[config.mk]
export PLATFORM = sky130hd
export DESIGN_NAME = level0_mem_arbiter
export DESIGN_NICKNAME = d
export VERILOG_FILES = /design/src/rtl/level0_mem_pkg.sv /design/src/rtl/level0_mem_arbiter_rr.sv /design/src/rtl/level0_mem_arbiter.sv
export SDC_FILE = /design/constraint.sdc
export NUM_CORES = 1
export LEC_CHECK = 0
export ABC_CLOCK_PERIOD_IN_PS = 1550
export BUFFER_PORTS_ARGS = -buffer_cell sky130_fd_sc_hd__buf_2
export CELL_PAD_IN_SITES_DETAIL_PLACEMENT = 0
export CELL_PAD_IN_SITES_GLOBAL_PLACEMENT = 1
export CORE_ASPECT_RATIO = 0.5
export CORE_UTILIZATION = 16
export DETAILED_ROUTE_END_ITERATION = 8
export PLACE_DENSITY = 0.8
export SYNTH_ARGS = -nofsm -noshare
export SYNTH_HDL_FRONTEND = slang
export SYNTH_SLANG_ARGS = --single-unit
[constraint.sdc]
create_clock -name clk -period 1.55 [get_ports clk]
set_input_delay 0.0775 -clock clk [delete_from_list [all_inputs] [get_ports clk]]
set_output_delay 0.0775 -clock clk [all_outputs]
set_load 0.02 [all_outputs]
[src/rtl/level0_mem_pkg.sv]
// Shared types and default geometry for the level-0 register memory and its arbiter.
package level0_mem_pkg;

    localparam int L0_DATA_WIDTH = 48;
    localparam int L0_ADDR_WIDTH = 4;
    localparam int L0_DEPTH      = 10;

    typedef enum logic {ST_INIT, ST_RUN} l0_state_e;

    typedef logic [L0_DATA_WIDTH-1:0] l0_word_t;

endpackage

[src/rtl/level0_mem_arbiter_rr.sv]
// Combinational round-robin picker: the first asserted request at or after rr_ptr wins.
module rr_arbiter #(
    parameter int NUM_REQ = 2,
    parameter int PTR_W   = (NUM_REQ > 1) ? $clog2(NUM_REQ) : 1
) (
    input  logic [NUM_REQ-1:0] req,
    input  logic [PTR_W-1:0]   rr_ptr,
    output logic [NUM_REQ-1:0] grant,
    output logic [PTR_W-1:0]   grant_idx,
    output logic               any_grant
);

    logic [PTR_W-1:0] cand;

    always_comb begin
        grant     = '0;
        grant_idx = '0;
        any_grant = 1'b0;
        cand      = '0;
        for (int i = 0; i < NUM_REQ; i++) begin
            cand = PTR_W'((int'(rr_ptr) + i) % NUM_REQ);
            if (!any_grant && req[cand]) begin
                any_grant = 1'b1;
                grant_idx = cand;
            end
        end
        if (any_grant) begin
            grant[grant_idx] = 1'b1;
        end
    end

endmodule

[src/rtl/level0_mem_arbiter.sv]
// Zero-fills the level-0 register memory after reset, then shares its single port
// among NUM_REQ requesters round-robin with a fixed one-cycle response.
module level0_mem_arbiter
    import level0_mem_pkg::*;
#(
    parameter int NUM_REQ    = 2,
    parameter int DATA_WIDTH = L0_DATA_WIDTH,
    parameter int ADDR_WIDTH = L0_ADDR_WIDTH,
    parameter int DEPTH      = L0_DEPTH
) (
    input  logic                          clk,
    input  logic                          rst,
    input  logic [NUM_REQ-1:0]            req_valid,
    output logic [NUM_REQ-1:0]            req_ready,
    input  logic [NUM_REQ-1:0]            req_we,
    input  logic [NUM_REQ*ADDR_WIDTH-1:0] req_addr,
    input  logic [NUM_REQ*DATA_WIDTH-1:0] req_wdata,
    output logic [NUM_REQ-1:0]            rsp_valid,
    output logic                          rsp_err,
    output logic [DATA_WIDTH-1:0]         rsp_rdata,
    output logic                          init_done,
    output logic                          mem_cen_n,
    output logic                          mem_wen,
    output logic [ADDR_WIDTH-1:0]         mem_addr,
    output logic [DATA_WIDTH-1:0]         mem_data_in,
    input  logic [DATA_WIDTH-1:0]         mem_data_out
);

    localparam int PTR_W = (NUM_REQ > 1) ? $clog2(NUM_REQ) : 1;

    l0_state_e              state_q, state_d;
    logic [ADDR_WIDTH-1:0]  init_cnt_q, init_cnt_d;
    logic [PTR_W-1:0]       rr_ptr_q, rr_ptr_d;
    logic                   rsp_pending_q, rsp_pending_d;
    logic [PTR_W-1:0]       rsp_id_q, rsp_id_d;
    logic                   rsp_is_read_q, rsp_is_read_d;
    logic                   rsp_is_err_q, rsp_is_err_d;

    logic [NUM_REQ-1:0]     arb_req;
    logic [NUM_REQ-1:0]     grant;
    logic [PTR_W-1:0]       grant_idx;
    logic                   any_grant;
    logic                   gnt_we;
    logic [ADDR_WIDTH-1:0]  gnt_addr;
    logic [DATA_WIDTH-1:0]  gnt_wdata;
    logic                   gnt_in_range;

    // Nobody is granted while initialising or while reset is being applied.
    assign arb_req = (state_q == ST_RUN && !rst) ? req_valid : '0;

    rr_arbiter #(
        .NUM_REQ (NUM_REQ),
        .PTR_W   (PTR_W)
    ) u_rr_arbiter (
        .req       (arb_req),
        .rr_ptr    (rr_ptr_q),
        .grant     (grant),
        .grant_idx (grant_idx),
        .any_grant (any_grant)
    );

    always_comb begin
        gnt_we       = req_we[grant_idx];
        gnt_addr     = req_addr[int'(grant_idx)*ADDR_WIDTH +: ADDR_WIDTH];
        gnt_wdata    = req_wdata[int'(grant_idx)*DATA_WIDTH +: DATA_WIDTH];
        gnt_in_range = int'(gnt_addr) < DEPTH;
    end

    always_comb begin
        state_d       = state_q;
        init_cnt_d    = init_cnt_q;
        rr_ptr_d      = rr_ptr_q;
        rsp_pending_d = 1'b0;
        rsp_id_d      = rsp_id_q;
        rsp_is_read_d = 1'b0;
        rsp_is_err_d  = 1'b0;
        mem_cen_n     = 1'b1;
        mem_wen       = 1'b0;
        mem_addr      = '0;
        mem_data_in   = '0;
        case (state_q)
            ST_INIT: begin
                mem_cen_n = 1'b0;
                mem_wen   = 1'b1;
                mem_addr  = init_cnt_q;
                if (init_cnt_q == ADDR_WIDTH'(DEPTH - 1)) begin
                    state_d    = ST_RUN;
                    init_cnt_d = '0;
                end else begin
                    init_cnt_d = init_cnt_q + 1'b1;
                end
            end
            ST_RUN: begin
                if (any_grant) begin
                    rr_ptr_d      = (grant_idx == PTR_W'(NUM_REQ - 1)) ? '0 : grant_idx + 1'b1;
                    rsp_pending_d = 1'b1;
                    rsp_id_d      = grant_idx;
                    rsp_is_read_d = !gnt_we;
                    rsp_is_err_d  = !gnt_in_range;
                    // Out-of-range accesses are answered with an error but never touch the array.
                    if (gnt_in_range) begin
                        mem_cen_n   = 1'b0;
                        mem_wen     = gnt_we;
                        mem_addr    = gnt_addr;
                        mem_data_in = gnt_wdata;
                    end
                end
            end
        endcase
    end

    always_ff @(posedge clk) begin
        if (rst) begin
            state_q       <= ST_INIT;
            init_cnt_q    <= '0;
            rr_ptr_q      <= '0;
            rsp_pending_q <= 1'b0;
            rsp_id_q      <= '0;
            rsp_is_read_q <= 1'b0;
            rsp_is_err_q  <= 1'b0;
        end else begin
            state_q       <= state_d;
            init_cnt_q    <= init_cnt_d;
            rr_ptr_q      <= rr_ptr_d;
            rsp_pending_q <= rsp_pending_d;
            rsp_id_q      <= rsp_id_d;
            rsp_is_read_q <= rsp_is_read_d;
            rsp_is_err_q  <= rsp_is_err_d;
        end
    end

    always_comb begin
        rsp_valid = '0;
        if (rsp_pending_q) begin
            rsp_valid[rsp_id_q] = 1'b1;
        end
        rsp_err   = rsp_pending_q && rsp_is_err_q;
        rsp_rdata = (rsp_pending_q && rsp_is_read_q && !rsp_is_err_q) ? mem_data_out : '0;
        init_done = (state_q == ST_RUN);
        req_ready = grant;
    end

endmodule

==> results.sh, run 1 <==
export IMPL_crit_slowest_cell="a311o_2"
export IMPL_cp_required_ns=1.47
export IMPL_path_cells="nor2b_4, a31oi_1, a311o_2, buf_12, and2_1, buf_2"
export IMPL_totalWireLength_um=10100
export IMPL_cp_num_buf_inv=2
export IMPL_grt_start_max_net_pins=49
export IMPL_total_power_mw=1.07
export IMPL_io_buffers=265
export IMPL_setup_viol=54
export IMPL_synthDistinctLibCells=33
export IMPL_area_growth_syn_to_layout_pct=130
export IMPL_place_inst=710
export IMPL_cts_hold_buf=0
export IMPL_core_area_um2=11200
export IMPL_cp_depth=6
export IMPL_dpl_cell_area_um2=3850
export IMPL_layout_common_cells="217 x buf_2, 53 x and2_1, 51 x nand2_1"
export IMPL_io_pins=266
export IMPL_vias=2986
export IMPL_syn_area_um2=1890
export IMPL_first_pass_iters=4
export IMPL_root_buffer="clkbuf_16"
export IMPL_critPathMaxStageDelay_ns=0.45
export IMPL_syn_nets=451
export IMPL_hp_class="primary input to flip-flop"
export IMPL_cp_arrival_ns=1.82
export IMPL_powerDensity_nw_per_um2=247
export IMPL_antenna_diode_count=0
export IMPL_drive_above_1_share=0.642
export IMPL_slew_limit_headroom=0.675
export IMPL_clk_pin_slew_worst_paths_ns=0.04
export IMPL_final_area_um2=4350
export IMPL_cap_violations=0
export IMPL_die_w_um=156
export IMPL_nets=718
export IMPL_stdcell_count=718
export IMPL_grt_pass1_vias=2827
export IMPL_synth_seq_cells=10
export IMPL_gr_total_overflow=0
export IMPL_hold_path_depth=3
export IMPL_numCtsBuffers=3
export IMPL_critPathMaxFanout=14
export IMPL_crit_path_end_kind="output pin"
export IMPL_start_util=0.168
export IMPL_min_period_ns=1.90
export IMPL_fmax_mhz=527
export IMPL_clk_latency_ns=0.23
export IMPL_path_class="flip-flop to output pin"
export IMPL_ys_warnings_count=0
export IMPL_postSynthAreaPerCell_um2=6.46
export IMPL_leakage_nw=1.88
export IMPL_dr_first_iter_drc_count=126
export IMPL_reg2regPathDepth=8
export IMPL_ant_nets=0
export IMPL_irDropWorstVdd_mv=0.313
export IMPL_num_rows=27
export IMPL_hold_viol=0
export IMPL_cpLargestDelayFamily="compound AO/OA/AOI/OAI gates"
export IMPL_viasPerCell=4.16
export IMPL_run_status="finished, violations left"
export IMPL_pre_cts_slack_ns=-0.136
export IMPL_cts_tree="done"
export IMPL_post_route_period_util=1.23
export IMPL_mostFrequentLayoutCell="buf_2"
export IMPL_grt_use_total=0.152
export IMPL_clock_path_buffers=2
export IMPL_dieArea_um2=12300
export IMPL_setup_ws_ns=-0.349
export IMPL_rsz0062_at_grt="true"
export IMPL_dp_hpwl_um=8110
export IMPL_synthCells=293
export IMPL_violations="negative setup slack"
export IMPL_cts_sinks=10
export IMPL_routedWlPerCell_um=14.0
export IMPL_antenna_found_initial=0
export IMPL_tightestPinTransition_ns=0.487
export IMPL_route_detailed_drc=0
export IMPL_dieHeight_um=78.9
export IMPL_slew_viol_final=0
export IMPL_ys_seq_area_frac=0.106
export IMPL_critPathLaunchType="flip-flop"
export IMPL_grt_pass1_wl_um=15000
export IMPL_gp_congestion=0.818
export IMPL_clock_skew_ns=0.00113
export IMPL_htree_levels=1
-- flip-flops by register name, indices dropped and copies added, names as in the netlist --
register	cells
rsp_is_err_q	1
init_done	1
rr_ptr_q	1
init_cnt_q	4
rsp_id_q	1
rsp_pending_q	1
rsp_is_read_q	1
-- per-layer routing --
layer  vias up  track usage  share of wire
met3        10       0.0186          0.023
met5         -            0              0
met2        63        0.267           0.51
met4         0       0.0176          0.010
li1       1518            -              -
met1      1395        0.204           0.46
-- stage by stage --
stage | util | hold WS, ns | TNS (ns)
6_report | 0.387 | 0.219 | -16.48
5_1_grt | 0.387 | 0.234 | -19.66
4_1_cts | 0.379 | 0.190 | -16.64
3_5_place_dp | 0.343 | 0.437 | -4.30
3_3_place_gp | 0.343 | 0.438 | -3.48
2_1_floorplan | - | 0.140 | -0.835
-- cell type report --
class / instances / area, um^2
clock buffers: 4 / 88.8
well taps: 159 / 199
flip-flops and latches: 10 / 204
multi-input cells: 249 / 1930
inverters: 6 / 25.0
repair buffers: 290 / 1910
fillers: 1193 / 6900
-- synthesized netlist by cell type (all sizes together) --
library cell / count / area [um^2]
a211oi: 1 / 7.51
a21oi: 52 / 440
a22o: 1 / 8.76
a22oi: 1 / 7.51
a311o: 1 / 10.0
a31oi: 2 / 12.5
and2: 53 / 332
buf: 7 / 72.6
clkbuf: 21 / 78.8
dfxtp: 10 / 200
inv: 6 / 25.0
mux2i: 5 / 50.1
nand2: 51 / 191
nand2b: 2 / 12.5
nand3: 50 / 263
nand3b: 1 / 7.51
nor2: 8 / 30.0
nor2b: 6 / 45.0
nor3: 2 / 10.0
o21ai: 7 / 38.8
o22ai: 2 / 18.8
or2: 2 / 12.5
xnor2: 1 / 8.76
xor2: 1 / 8.76
-- power by group --
part	internal, mW	total (mW)	switching [mW]
clock network	0.388	0.507	0.120
registers	0.263	0.269	0.00617
logic	0.186	0.298	0.112
-- path summary, 6_finish.rpt --
kind                     from  slack [ns]      endpoint
setup / recovery    init_done       -0.35     mem_cen_n
setup reg to reg    init_done        0.07  rsp_is_err_q
hold reg to reg      rsp_id_q        0.50      rsp_id_q
hold / removal    req_addr[3]        0.22  rsp_is_err_q
-- worst min-delay path, delay by kind of cell --
kind | cells | cell delay (ns)
buffers and inverters | 1 | 0.12
AOI/OAI and AO/OA | 2 | 0.22
-- logic make-up (layout without fill, tap and decap cells) --
family | after synthesis | after routing | synth area share
compound gates | 67 | 67 | 0.288
xor+xnor | 2 | 2 | 0.00926
buf+inv | 34 | 300 | 0.0933
flops | 10 | 10 | 0.106
mux | 5 | 5 | 0.0265
simple gates | 175 | 175 | 0.478
-- repair_timing --
item | 4_1_cts | 5_1_grt
buffers inserted | 1 | 2
gates resized for setup | 96 | 9
gates cloned | 0 | 2
pin swaps | 1 | 3
setup endpoints to repair | 55 | 57
Power figures use the tool's default switching activity.
==> run 2, diff against run 1 <==
--- a/config.mk
+++ b/config.mk
@@ -5,14 +5,16 @@
 export SDC_FILE = /design/constraint.sdc
 export NUM_CORES = 1
 export LEC_CHECK = 0
+export ABC_AREA = 1
 export ABC_CLOCK_PERIOD_IN_PS = 1550
 export BUFFER_PORTS_ARGS = -buffer_cell sky130_fd_sc_hd__buf_2
 export CELL_PAD_IN_SITES_DETAIL_PLACEMENT = 0
 export CELL_PAD_IN_SITES_GLOBAL_PLACEMENT = 1
 export CORE_ASPECT_RATIO = 0.5
-export CORE_UTILIZATION = 16
+export CORE_UTILIZATION = 15
 export DETAILED_ROUTE_END_ITERATION = 8
 export PLACE_DENSITY = 0.8
+export SKIP_CTS_REPAIR_TIMING = 1
 export SYNTH_ARGS = -nofsm -noshare
 export SYNTH_HDL_FRONTEND = slang
 export SYNTH_SLANG_ARGS = --single-unit
==> run 2 against run 1 <==
  * The flow still finishes with violations (negative setup slack)
  * Via count grew 18%
  * Maximum frequency grew 4.3%
  * Core utilization shrank 4.2 points
  * Sequential share of layout area shrank 0.093 points
  * Combinational power grew 83%
  * Non-clock buffer count grew 10
  * Synthesized cell count grew 55%
  * Setup slack gained 0.079 ns
  * First-iteration DRC count shrank 9.5%
  * Wire length shrank 3.1%
  * Clock power grew 2%
  * Highest routed layer unchanged
  * Register-to-register slack gained 0.05 ns
==> results.sh, run 2 <==
export IMPL_synthCells=454
export IMPL_synth_area_leader_cell="nand2_1"
export IMPL_dp_hpwl_um=7200
export IMPL_synthDistinctLibCells=21
export IMPL_gr_total_overflow=0
export IMPL_clock_path_buffers=2
export IMPL_htree_levels=1
export IMPL_ys_warnings_count=0
export IMPL_crit_path_end_kind="output pin"
export IMPL_grt_use_met3=0.00749
export IMPL_dieHeight_um=83.1
export IMPL_cts_tree="done"
export IMPL_leakage_nw=2.78
export IMPL_min_period_ns=1.82
export IMPL_ant_nets=0
export IMPL_synth_edf_count=0
export IMPL_routedWlPerCell_um=10.8
export IMPL_viasPerCell=3.90
export IMPL_nets=893
export IMPL_hold_slack_ns=0.0803
export IMPL_grt_pass1_wl_um=13800
export IMPL_rsz0062_at_grt="true"
export IMPL_synth_top_area_share=0.413
export IMPL_die_w_um=164
export IMPL_cp_required_ns=1.47
export IMPL_totalWireLength_um=9770
export IMPL_hold_viol=0
export IMPL_area_growth_syn_to_layout_pct=122
export IMPL_io_buffers=265
export IMPL_first_pass_iters=4
export IMPL_synthTopCellsByCount="217 x nand2_1, 106 x nor2_1, 64 x inv_1"
export IMPL_grt_pass1_vias=3002
export IMPL_clk_pin_slew_worst_paths_ns=0.04
export IMPL_critPathLaunchType="flip-flop"
export IMPL_run_status="finished, violations left"
export IMPL_final_core_util=0.344
export IMPL_setup_ws_ns=-0.270
export IMPL_synth_ff_type="dfxtp_1"
export IMPL_grtUsageMet2=0.247
export IMPL_hp_class="primary input to flip-flop"
export IMPL_dr_first_iter_drc_count=114
export IMPL_syn_area_um2=1970
export IMPL_critPathMaxFanout=9
export IMPL_setup_viol=55
export IMPL_tightestPinTransition_ns=0.439
export IMPL_clock_skew_ns=0.000634
export IMPL_clk_latency_ns=0.24
export IMPL_postSynthAreaPerCell_um2=4.35
export IMPL_gr_usage_met1=0.137
export IMPL_cts_sinks=10
export IMPL_cp_arrival_ns=1.74
export IMPL_largest_register="init_cnt_q"
export IMPL_largest_reg_flops=4
export IMPL_core_area_um2=12700
export IMPL_cap_violations=0
export IMPL_ys_seq_area_frac=0.101
export IMPL_numCtsBuffers=3
export IMPL_synth_area_top_cells="nand2_1 41%, nor2_1 20%, inv_1 12%"
export IMPL_vias=3528
export IMPL_postSynth_asyncResetShare=0
export IMPL_slew_limit_headroom=0.708
export IMPL_antenna_diode_count=0
export IMPL_violations="negative setup slack"
export IMPL_root_buffer="clkbuf_16"
export IMPL_mostFrequentLayoutCell="buf_2"
export IMPL_antenna_found_initial=0
export IMPL_post_route_period_util=1.17
export IMPL_irDropWorstVdd_mv=0.311
export IMPL_route_detailed_drc=0
export IMPL_num_rows=29
export IMPL_slew_viol_final=0
export IMPL_fmax_mhz=549
export IMPL_grt_busiest_layer="met2"
export IMPL_grt_start_max_net_pins=49
export IMPL_syn_nets=612
export IMPL_yosysMostFrequentCell="nand2_1"
export IMPL_dieArea_um2=13600
export IMPL_start_util=0.155
export IMPL_grt_use_total=0.122
export IMPL_drive_above_1_share=0.503
export IMPL_layout_common_cells="225 x buf_2, 188 x nand2_1, 84 x nor2_1"
export IMPL_gp_congestion=0.799
export IMPL_path_class="flip-flop to output pin"
export IMPL_powerDensity_nw_per_um2=303
export IMPL_synth_seq_cells=10
export IMPL_io_pins=266
## run 2: changes by cell type in the layout (fill, tap and decap cells not counted), sizes merged, moves of 5 or more
cell / before / now
nor2b: 6 / 0
a21oi: 52 / 5
buf: 288 / 296
mux2i: 5 / 0
nand2: 51 / 220
nor2: 8 / 108
and2: 53 / 0
inv: 6 / 67
nand3: 50 / 6
## run 2: final timing paths
kind	startpoint	end	slack (ns)	depth (start not counted)
worst max register to register	init_done	rr_ptr_q	0.12	10
worst min register to register	rr_ptr_q	rr_ptr_q	0.49	2
worst min-delay path	rst	init_done	0.08	2
worst max-delay path	init_done	mem_data_in[44]	-0.27	11
## run 2: cells by family after synthesis
| logic type | synth area share |
|---|---|
| simple gates | 0.678 |
| compound gates | 0.0311 |
| buf+inv | 0.190 |
| flops | 0.101 |
## run 2: metrics by stage
stage	instance area (um^2)	total power, mW	setup TNS [ns]	worst slack, ns	std cells
after floorplan	2080	0.471	-2.64	-0.0765	454
after global routing	4380	1.42	-17.32	-0.376	904
after global placement	3690	0.714	0	0.0179	884
final	4380	1.33	-11.96	-0.270	904
after detailed placement	3690	0.717	-0.00111	-0.00111	884
after CTS	3780	1.24	-12.37	-0.263	888
## run 2: per-layer routing
layer	vias to the layer above	wire [um]
met3	9	458
met2	107	5300
met5	-	0
met4	0	79
met1	1542	3930
li1	1870	-
## run 2: layout make-up
class,count,area (um^2)
fill,1414,8350
timing repair buffer,300,1920
multi-input combinational,353,1710
inverter,67,256
tap,170,213
sequential,10,201
clock buffer,4,88.8
## run 2: critical path: stages (launching register included)
cell       delay (ns)
dfxtp_2          0.33
inv_2            0.05
nor2_4           0.13
nand3_4          0.15
inv_6            0.13
nand2_4          0.07
nand2_8          0.10
nand2_8          0.09
clkbuf_16        0.18
nand2_1          0.10
nor2_4           0.03
buf_2            0.15
## run 2: where the power goes
group / switching (mW) / total [mW] / internal (mW) / leakage, nW
clock: 0.127 / 0.515 / 0.388 / 0.0442
sequential: 0.00444 / 0.269 / 0.265 / 0.0817
combinational: 0.256 / 0.544 / 0.289 / 2.65
==> run 3, diff against run 2 <==
--- a/config.mk
+++ b/config.mk
@@ -11,8 +11,10 @@
 export CELL_PAD_IN_SITES_DETAIL_PLACEMENT = 0
 export CELL_PAD_IN_SITES_GLOBAL_PLACEMENT = 1
 export CORE_ASPECT_RATIO = 0.5
+export CORE_MARGIN = 2
 export CORE_UTILIZATION = 15
 export DETAILED_ROUTE_END_ITERATION = 8
+export HOLD_SLACK_MARGIN = 0.15
 export PLACE_DENSITY = 0.8
 export SKIP_CTS_REPAIR_TIMING = 1
 export SYNTH_ARGS = -nofsm -noshare
==> run 3 against run 2 <==
  * The flow still finishes with violations (negative setup slack)
  * Clock skew grew 0.0027 ns
  * Die area up 3.7%
  * Sequential share of layout area about the same
  * Power is 0.30% lower
  * Maximum frequency shrank 0.16%
  * Design area grew 0.86%
  * Critical endpoint is now mem_data_in[40]
==> results.sh, run 3 (synthesis results as in run 2) <==
export IMPL_dieHeight_um=85.1
export IMPL_post_route_period_util=1.18
export IMPL_gp_congestion=0.806
export IMPL_antenna_found_initial=0
export IMPL_grt_start_max_net_pins=49
export IMPL_fmax_mhz=549
export IMPL_totalWireLength_um=10300
export IMPL_hold_slack_ns=0.166
export IMPL_io_pins=266
export IMPL_irDropWorstVdd_mv=0.200
export IMPL_antenna_diode_count=0
export IMPL_fin_tns_setup_ns=-12.62
export IMPL_cp_required_ns=1.47
export IMPL_gr_total_overflow=0
export IMPL_grt_pass1_vias=3181
export IMPL_dp_hpwl_um=7490
export IMPL_slew_limit_headroom=0.858
export IMPL_die_w_um=166
export IMPL_stdcell_count=895
export IMPL_critPathMaxFanout=12
export IMPL_largest_register="init_cnt_q"
export IMPL_grt_use_total=0.121
export IMPL_min_period_ns=1.82
export IMPL_rsz0062_at_grt="true"
export IMPL_hold_viol=0
export IMPL_layout_common_cells="223 x buf_2, 182 x nand2_1, 77 x nor2_1"
export IMPL_run_status="finished, violations left"
export IMPL_regToRegSetupSlack_ns=0.19
export IMPL_grt_pass1_wl_um=14500
export IMPL_setup_viol=55
export IMPL_cp_arrival_ns=1.75
export IMPL_dieArea_um2=14100
export IMPL_drive_above_1_share=0.514
export IMPL_ant_nets=0
export IMPL_pre_cts_slack_ns=-0.0228
export IMPL_htree_levels=1
export IMPL_routedWlPerCell_um=11.5
export IMPL_critPathLaunchType="flip-flop"
export IMPL_violations="negative setup slack"
export IMPL_area_growth_syn_to_layout_pct=124
export IMPL_route_detailed_drc=0
export IMPL_leakage_nw=2.78
export IMPL_mostFrequentLayoutCell="buf_2"
export IMPL_num_rows=29
export IMPL_clk_pin_slew_worst_paths_ns=0.04
export IMPL_viasPerCell=3.92
export IMPL_clock_skew_ns=0.00329
export IMPL_clk_latency_ns=0.24
export IMPL_n_fill_cell=1409
export IMPL_start_util=0.155
export IMPL_largest_reg_flops=4
export IMPL_powerDensity_nw_per_um2=300
export IMPL_numCtsBuffers=3
export IMPL_slew_viol_final=0
export IMPL_vias=3508
export IMPL_place_inst=878
export IMPL_cts_tree="done"
export IMPL_setup_ws_ns=-0.273
export IMPL_path_class="flip-flop to output pin"
export IMPL_dr_first_iter_drc_count=141
export IMPL_cts_sinks=10
export IMPL_io_buffers=265
export IMPL_clock_path_buffers=2
export IMPL_crit_path_end_kind="output pin"
export IMPL_hp_class="primary input to flip-flop"
export IMPL_first_pass_iters=4
export IMPL_core_area_um2=12700
export IMPL_nets=884
export IMPL_tightestPinTransition_ns=0.213
export IMPL_root_buffer="clkbuf_16"
export IMPL_cap_violations=0
run 3: changes by cell type in the layout (fill, tap and decap cells not counted), moves of 2 or more:
cell | before | now
buf_12 | 5 | 8
inv_1 | 64 | 62
nand3_1 | 3 | 5
buf_8 | 2 | 0
buf_4 | 42 | 30
buf_2 | 225 | 223
nand3_2 | 2 | 0
inv_2 | 2 | 4
nor2_1 | 84 | 77
nor2_2 | 6 | 14
nand2_4 | 10 | 18
nand2_1 | 188 | 182
buf_6 | 22 | 25
nand2_2 | 20 | 18
run 3: path summary, 6_finish.rpt:
path                            cells after the start       from              end
worst min-delay path                                4  req_we[1]    rsp_is_read_q
worst min register to register                      2   rr_ptr_q         rr_ptr_q
worst max register to register                      9  init_done     rsp_is_err_q
worst max-delay path                               11  init_done  mem_data_in[40]
run 3: area by class of cell:
cell class,instances,area (um^2),area share
clock buffer,4,88.8,0.0201
inverter,67,256,0.0580
multi-input combinational,352,1740,0.394
sequential,10,203,0.0458
tap,170,213,0.0481
timing repair buffer,292,1920,0.434
run 3: through the flow:
| stage | area, um^2 | util | power (mW) |
|---|---|---|---|
| floorplan | 2080 | - | 0.471 |
| CTS | 3770 | 0.296 | 1.21 |
| global placement | 3680 | 0.289 | 0.699 |
| global route | 4420 | 0.347 | 1.41 |
| detailed placement | 3680 | 0.289 | 0.705 |
| finish | 4420 | 0.347 | 1.32 |
run 3: routing by layer:
layer	GRT usage	routed length, um
met5	0	0
met4	0.0348	216
met3	0.0135	482
met2	0.245	5480
met1	0.134	4110
run 3: critical path: stages (launching register included):
cell and delay [ns]:
dfxtp_2 0.33, inv_2 0.05, nor2_4 0.14, nand3_4 0.15
nand2_2 0.12, nand2_4 0.07, nand2_4 0.10, nand2_8 0.09
clkbuf_16 0.19, nand2_2 0.09, nor2_4 0.03, buf_4 0.16
run 3: where the power goes:
part	switching [mW]	internal [mW]
sequential	0.00509	0.265
combinational	0.264	0.285
clock	0.118	0.388
total	0.387	0.938
